File: src/rtl/overcooked_pkg.sv
// Shared player types for the motion controller and the player sprite renderer.
// The renderer decodes player_state with the same pack_state layout.
package overcooked_pkg;

  localparam int unsigned X_W = 11;
  localparam int unsigned Y_W = 10;

  typedef enum logic [1:0] {
    P_LEFT  = 2'd0,
    P_RIGHT = 2'd1,
    P_UP    = 2'd2,
    P_DOWN  = 2'd3
  } dir_t;

  typedef enum logic [1:0] {
    ACT_IDLE  = 2'd0,
    ACT_WALK  = 2'd1,
    ACT_CHOP  = 2'd2,
    ACT_CARRY = 2'd3
  } activity_t;

  function automatic logic [3:0] pack_state(activity_t act, logic [1:0] frame);
    return {act, frame};
  endfunction

endpackage

File: src/rtl/vsync_tick.sv
// Frame tick generator: registers active-low vsync and pulses for one cycle on its falling edge.
module vsync_tick (
  input  logic pixel_clk_in,
  input  logic rst_in,
  input  logic vsync_in,
  output logic tick_out
);

  logic cur_q, cur_d;
  logic prev_q, prev_d;

  always_comb begin
    cur_d  = vsync_in;
    prev_d = cur_q;
  end

  // Both stages reset high so a released reset never looks like a falling edge.
  // NOTE: sequential state uses non-blocking assignments so every flop samples pre-edge values.
  always_ff @(posedge pixel_clk_in or posedge rst_in) begin
    if (rst_in) begin
      cur_q  <= 1'b1;
      prev_q <= 1'b1;
    end else begin
      cur_q  <= cur_d;
      prev_q <= prev_d;
    end
  end

  assign tick_out = prev_q & ~cur_q;

endmodule

File: src/rtl/player_motion_ctrl.sv
// Per-player motion/activity controller; position, facing and animation state advance once per frame tick.
module player_motion_ctrl
  import overcooked_pkg::*;
#(
  parameter int unsigned WIDTH       = 32,
  parameter int unsigned HEIGHT      = 32,
  parameter int unsigned X_INIT      = 64,
  parameter int unsigned Y_INIT      = 64,
  parameter int unsigned X_MAX       = 1024,
  parameter int unsigned Y_MAX       = 768,
  parameter int unsigned SPEED       = 2,
  parameter int unsigned ANIM_DIV    = 8,
  parameter int unsigned CHOP_FRAMES = 32
) (
  input  logic             pixel_clk_in,
  input  logic             rst_in,
  input  logic             vsync_in,
  input  logic [3:0]       dir_btn_in,
  input  logic [3:0]       blocked_in,
  input  logic             action_in,
  input  logic             holding_in,
  output logic [X_W-1:0]   x_out,
  output logic [Y_W-1:0]   y_out,
  output logic [1:0]       player_direction,
  output logic [3:0]       player_state,
  output logic             frame_tick_out
);

  localparam int unsigned AW = (ANIM_DIV > 1) ? $clog2(ANIM_DIV) : 1;
  localparam int unsigned CW = (CHOP_FRAMES > 1) ? $clog2(CHOP_FRAMES) : 1;

  localparam logic [11:0]    SPD       = 12'(SPEED);
  localparam logic [11:0]    X_HI      = 12'(X_MAX - WIDTH);
  localparam logic [11:0]    Y_HI      = 12'(Y_MAX - HEIGHT);
  localparam logic [X_W-1:0] X_RST     = X_W'(X_INIT);
  localparam logic [Y_W-1:0] Y_RST     = Y_W'(Y_INIT);
  localparam logic [AW-1:0]  ANIM_LAST = AW'(ANIM_DIV - 1);
  localparam logic [CW-1:0]  CHOP_LAST = CW'(CHOP_FRAMES - 1);

  logic tick;

  vsync_tick u_vsync_tick (
    .pixel_clk_in (pixel_clk_in),
    .rst_in       (rst_in),
    .vsync_in     (vsync_in),
    .tick_out     (tick)
  );

  activity_t      act_q, act_d;
  dir_t           dir_q, dir_d;
  logic [X_W-1:0] x_q, x_d;
  logic [Y_W-1:0] y_q, y_d;
  logic [1:0]     frame_q, frame_d;
  logic [AW-1:0]  anim_cnt_q, anim_cnt_d;
  logic [CW-1:0]  chop_cnt_q, chop_cnt_d;
  logic           frame_tick_q, frame_tick_d;

  dir_t           sel_dir;
  logic           btn_any;
  logic           moving;
  logic [11:0]    x_ext, y_ext;
  logic [X_W-1:0] x_dec, x_inc;
  logic [Y_W-1:0] y_dec, y_inc;
  logic           anim_wrap;
  logic [AW-1:0]  anim_adv;
  logic [1:0]     frame_adv;

  always_comb begin
    sel_dir = P_DOWN;
    if (dir_btn_in[0])      sel_dir = P_LEFT;
    else if (dir_btn_in[1]) sel_dir = P_RIGHT;
    else if (dir_btn_in[2]) sel_dir = P_UP;
  end

  assign btn_any = |dir_btn_in;
  assign moving  = btn_any & ~blocked_in[sel_dir];

  // Widened to 12 bits so a step below zero is caught instead of wrapping.
  assign x_ext = {1'b0, x_q};
  assign y_ext = {2'b00, y_q};
  assign x_dec = (x_ext < SPD) ? '0 : X_W'(x_ext - SPD);
  assign x_inc = (x_ext + SPD > X_HI) ? X_W'(X_HI) : X_W'(x_ext + SPD);
  assign y_dec = (y_ext < SPD) ? '0 : Y_W'(y_ext - SPD);
  assign y_inc = (y_ext + SPD > Y_HI) ? Y_W'(Y_HI) : Y_W'(y_ext + SPD);

  assign anim_wrap = (anim_cnt_q == ANIM_LAST);
  assign anim_adv  = anim_wrap ? '0 : anim_cnt_q + AW'(1);
  assign frame_adv = anim_wrap ? frame_q + 2'd1 : frame_q;

  // NOTE: every _d gets a default before the branches, so no path can infer a latch.
  always_comb begin
    act_d        = act_q;
    dir_d        = dir_q;
    x_d          = x_q;
    y_d          = y_q;
    frame_d      = frame_q;
    anim_cnt_d   = anim_cnt_q;
    chop_cnt_d   = chop_cnt_q;
    frame_tick_d = tick;

    if (tick) begin
      case (act_q)
        ACT_CHOP: begin
          if (chop_cnt_q == CHOP_LAST) begin
            act_d      = ACT_IDLE;
            chop_cnt_d = '0;
            anim_cnt_d = '0;
            frame_d    = 2'd0;
          end else begin
            chop_cnt_d = chop_cnt_q + CW'(1);
            anim_cnt_d = anim_adv;
            frame_d    = frame_adv;
          end
        end
        default: begin
          // IDLE, WALK and CARRY share this branch; the wall check only gates motion, not facing.
          if (btn_any) dir_d = sel_dir;
          if (action_in && !holding_in) begin
            act_d      = ACT_CHOP;
            chop_cnt_d = '0;
            anim_cnt_d = '0;
            frame_d    = 2'd0;
          end else begin
            if (holding_in)   act_d = ACT_CARRY;
            else if (btn_any) act_d = ACT_WALK;
            else              act_d = ACT_IDLE;

            if (moving) begin
              case (sel_dir)
                P_LEFT:  x_d = x_dec;
                P_RIGHT: x_d = x_inc;
                P_UP:    y_d = y_dec;
                default: y_d = y_inc;
              endcase
            end

            if (act_d != act_q) begin
              anim_cnt_d = '0;
              frame_d    = 2'd0;
            end else if (moving) begin
              anim_cnt_d = anim_adv;
              frame_d    = frame_adv;
            end else if (act_d != ACT_WALK) begin
              anim_cnt_d = '0;
              frame_d    = 2'd0;
            end
          end
        end
      endcase
    end
  end

  always_ff @(posedge pixel_clk_in or posedge rst_in) begin
    if (rst_in) begin
      act_q        <= ACT_IDLE;
      dir_q        <= P_DOWN;
      x_q          <= X_RST;
      y_q          <= Y_RST;
      frame_q      <= 2'd0;
      anim_cnt_q   <= '0;
      chop_cnt_q   <= '0;
      frame_tick_q <= 1'b0;
    end else begin
      act_q        <= act_d;
      dir_q        <= dir_d;
      x_q          <= x_d;
      y_q          <= y_d;
      frame_q      <= frame_d;
      anim_cnt_q   <= anim_cnt_d;
      chop_cnt_q   <= chop_cnt_d;
      frame_tick_q <= frame_tick_d;
    end
  end

  assign x_out            = x_q;
  assign y_out            = y_q;
  assign player_direction = dir_q;
  assign player_state     = pack_state(act_q, frame_q);
  assign frame_tick_out   = frame_tick_q;

endmodule

File: config.mk
export PLATFORM = sky130hd
export DESIGN_NAME = player_motion_ctrl
export DESIGN_NICKNAME = d
export VERILOG_FILES = /design/src/rtl/overcooked_pkg.sv /design/src/rtl/vsync_tick.sv /design/src/rtl/player_motion_ctrl.sv
export SDC_FILE = /design/constraint.sdc
export NUM_CORES = 1
export LEC_CHECK = 0
export CAP_MARGIN = 10
export CELL_PAD_IN_SITES_DETAIL_PLACEMENT = 0
export CELL_PAD_IN_SITES_GLOBAL_PLACEMENT = 2
export CORE_UTILIZATION = 29
export CTS_CLUSTER_SIZE = 24
export DETAILED_ROUTE_END_ITERATION = 16
export GPL_TIMING_DRIVEN = 0
export PLACE_DENSITY = 0.75
export SLEW_MARGIN = 20
export SYNTH_ARGS = -nofsm -noshare
export SYNTH_HDL_FRONTEND = slang
export SYNTH_SLANG_ARGS = --single-unit
File: constraint.sdc
create_clock -name pixel_clk_in -period 2.28 [get_ports pixel_clk_in]
set_input_delay 0.456 -clock pixel_clk_in [delete_from_list [all_inputs] [get_ports pixel_clk_in]]
set_output_delay 0.456 -clock pixel_clk_in [all_outputs]
set_load 0.01 [all_outputs]
==> results of run 1 <==
==> power groups by stage <==
stage	Clock (mW)	Combinational, mW	Sequential [mW]
4_1_cts	0.472	1.72	1.06
3_5_place_dp	0	1.62	1.09
5_1_grt	0.499	2.07	1.10
6_report	0.450	1.87	1.07
2_1_floorplan	0	1.02	1.09
3_3_place_gp	0	1.62	1.09
==> final cells by class <==
class | instances | area [um2]
multi-input cells | 255 | 1730
fillers | 934 | 5330
flip-flops and latches | 36 | 914.6
inverters | 13 | 48.80
clock buffers | 7 | 76.32
plain buffers | 20 | 148.9
clock inverters | 1 | 5.005
repair buffers | 47 | 459.2
well taps | 108 | 135.1
==> synthesized netlist by cell type, types with 5 or more instances <==
cell,n
o22ai_1,9
a22o_1,7
clkbuf_1,8
nand2_1,25
a21oi_1,17
xnor2_1,6
nand4_1,5
nor2b_1,9
and2_1,5
dfstp_2,6
inv_1,13
nor2_1,27
nor3_1,14
ha_1,8
and3_1,5
o21ai_0,27
a31oi_1,6
nor3b_1,5
nand3_1,12
dfrtp_1,30
==> state kept, by name, indices dropped and copies added (netlist names), 2 cells and up <==
| signal | count |
|---|---|
| anim_cnt_q | 3 |
| act_q | 2 |
| x_out | 10 |
| player_direction | 2 |
| y_out | 9 |
| chop_cnt_q | 5 |
| frame_q | 2 |
==> per-stage QoR <==
step / setup TNS (ns) / setup slack [ns]
after floorplan: 0 / 0.05996
after global placement: -7.055 / -0.5842
after detailed placement: -7.346 / -0.6182
after CTS: 0 / 0.002284
after global routing: -0.0002027 / -0.0002027
final: 0 / 0.1024
==> path summary, 6_finish.rpt <==
kind,from,slack [ns],cells after the start,end
worst max-delay path,x_out[2]$_DFFE_PP0P_,0.10,8,x_out[4]$_DFFE_PP0P_
worst min-delay path,u_vsync_tick.cur_q$_DFF_PP1_,0.37,0,u_vsync_tick.prev_q$_DFF_PP1_
worst max register to register,x_out[2]$_DFFE_PP0P_,0.10,8,x_out[4]$_DFFE_PP0P_
worst min register to register,u_vsync_tick.cur_q$_DFF_PP1_,0.37,0,u_vsync_tick.prev_q$_DFF_PP1_
max in group asynchronous,rst_in,1.29,3,player_direction[0]$_DFFE_PP1P_
min in group asynchronous,rst_in,0.45,2,x_out[5]$_DFFE_PP0P_
==> kinds of logic after synthesis <==
logic type / Yosys count / synth area share
AOI/OAI and AO/OA: 108 / 0.2711
xor gates and xnor gates: 9 / 0.02925
adders and majority gates: 8 / 0.03714
buffers and inverters: 33 / 0.06963
DFF: 36 / 0.3370
muxes: 3 / 0.01161
other: 1 / 0.001391
and+or+nand+nor: 125 / 0.2428
==> per-layer routing <==
| layer | global-route usage | vias up | routed length [um] |
|---|---|---|---|
| li1 | - | 1319 | - |
| met1 | 0.2277 | 1278 | 3828 |
| met2 | 0.2616 | 57 | 3614 |
| met3 | 0.02649 | 3 | 260 |
| met4 | 0.03904 | 0 | 25 |
| met5 | 0 | - | 0 |
==> worst max-delay path: cells and delay by family, from the launching register on <==
family / cells / cell delay [ns]
AND/OR/NAND/NOR: 3 / 0.71
flip-flops: 1 / 0.46
AO/OA/AOI/OAI: 2 / 0.39
adder cells (fa/ha/maj): 1 / 0.20
XOR/XNOR: 1 / 0.16
buffers and inverters: 1 / 0.15
==> timing repair <==
action | CTS | global route
hold endpoints to repair | 0 | 0
pin swaps | 0 | 9
resized for setup | 13 | 25
setup endpoints to repair | 19 | 15
buffers inserted | 4 | 4
==> qor.csv, run 1 <==
metric,value,unit
synth_area,2695,um2
syn_avg_cell_area,8.344,um2
instances_no_fill,487,
placed_cells,471,
clk_path_buf_depth,2,
synth_top_area_frac,0.2786,
yosysWarnings,0,
cts_tree,built,
maxCapViolations,0,
layout_common_cells,"37 x clkdlybuf4s50_1, 26 x nor2_1, 26 x o21ai_0",
arrival,2.36,ns
slowest_delay,0.53,ns
synth_top_cells_by_area,"dfrtp_1 28%, dfstp_2 5.8%, o21ai_0 5.0%",
die_h,98.40,um
fin_util,0.3976,
row_count,34,
postCtsHoldBufs,0,
coreArea,8848,um2
fp.dieArea,9683,um2
cp.required,2.47,ns
grt_use_total,0.1625,
synth_cell_types,65,
max_clock_freq,459.2,MHz
routabilityCongestion,0.7584,
internal_power,1.961,mW
clock_sinks,36,
initial_utilization,0.3046,
numCtsBuffers,5,
finalMaxSlewViolations,0,
antenna_found_initial,0,
numPortBuffers,38,
die_width,98.40,um
pwr-share-clk,0.133,
dr.pass1.iters,6,
slew_headroom,0.5854,
placed_area,3234,um2
p_sw,1.423,mW
final_common_cell,clkdlybuf4s50_1,
htreeDepth,2,
p_seq_frac,0.315,
cellPowerDensity,961.8,nW/um2
root_buffer,clkbuf_8,
p_leak,1.358,nW
worst-setup-path-type,register to register,
synth.ff_latch_count,36,
path_cells,ha_4 > nand3_4 > xnor2_2 > nand3_1 > or4_4 > buf_6 > a22o_4 > a22o_1,
yosys.area.top_type,dfrtp_1,
wire_per_inst,15.87,um
hold_path.class,register to register,
hold_viol,0,
fin_crit_sh,0.9551,
drtIter0Drc,82,
power,3.384,mW
drive_above_1_share,0.1873,
ir_worst_vdd,0.3066,mV
cp_slowest_cell,or4_4,
grt_pass1_vias,2523,
dp_hpwl,5560,um
clock_skew,0.009872,ns
nets,399,
period_needed,2.178,ns
synthCells,323,
path_clk_slew,0.08,ns
ant_nets,0,
async_flop_share,1.000,
startpoint_type,register,
grt_pass1_wl,12660,um
viasPerCell,5.456,
num_vias,2657,
drc,0,
cp_max_fo,6,
totalWireLength,7728,um
area_delta_synth_final,30.55,%
synth_edf_count,0,
grt_max_degree,24,
design_area,3518,um2
whs,0.3672,ns
cp-end-kind,register,
finalSetupViolCount,0,
tightestPinTransition,0.6172,ns
clk_latency,0.29,ns
outcome,finished clean,
synth_ff_type,dfrtp_1,
ios,41,
synth-seq-area-share,0.3370,
gr-total-overflow,0,
diodes,0,
p_comb_frac,0.552,
switching_share,0.4204,
(Power assumes the default switching activity.)
==> inputs of run 2 (changes only) <==
--- a/config.mk
+++ b/config.mk
@@ -8,6 +8,7 @@
 export CAP_MARGIN = 10
 export CELL_PAD_IN_SITES_DETAIL_PLACEMENT = 0
 export CELL_PAD_IN_SITES_GLOBAL_PLACEMENT = 2
+export CORE_MARGIN = 1
 export CORE_UTILIZATION = 29
 export CTS_CLUSTER_SIZE = 24
 export DETAILED_ROUTE_END_ITERATION = 16
==> results of run 2 <==
No change in the layout: final DEF, timing and power equal those of run 1.
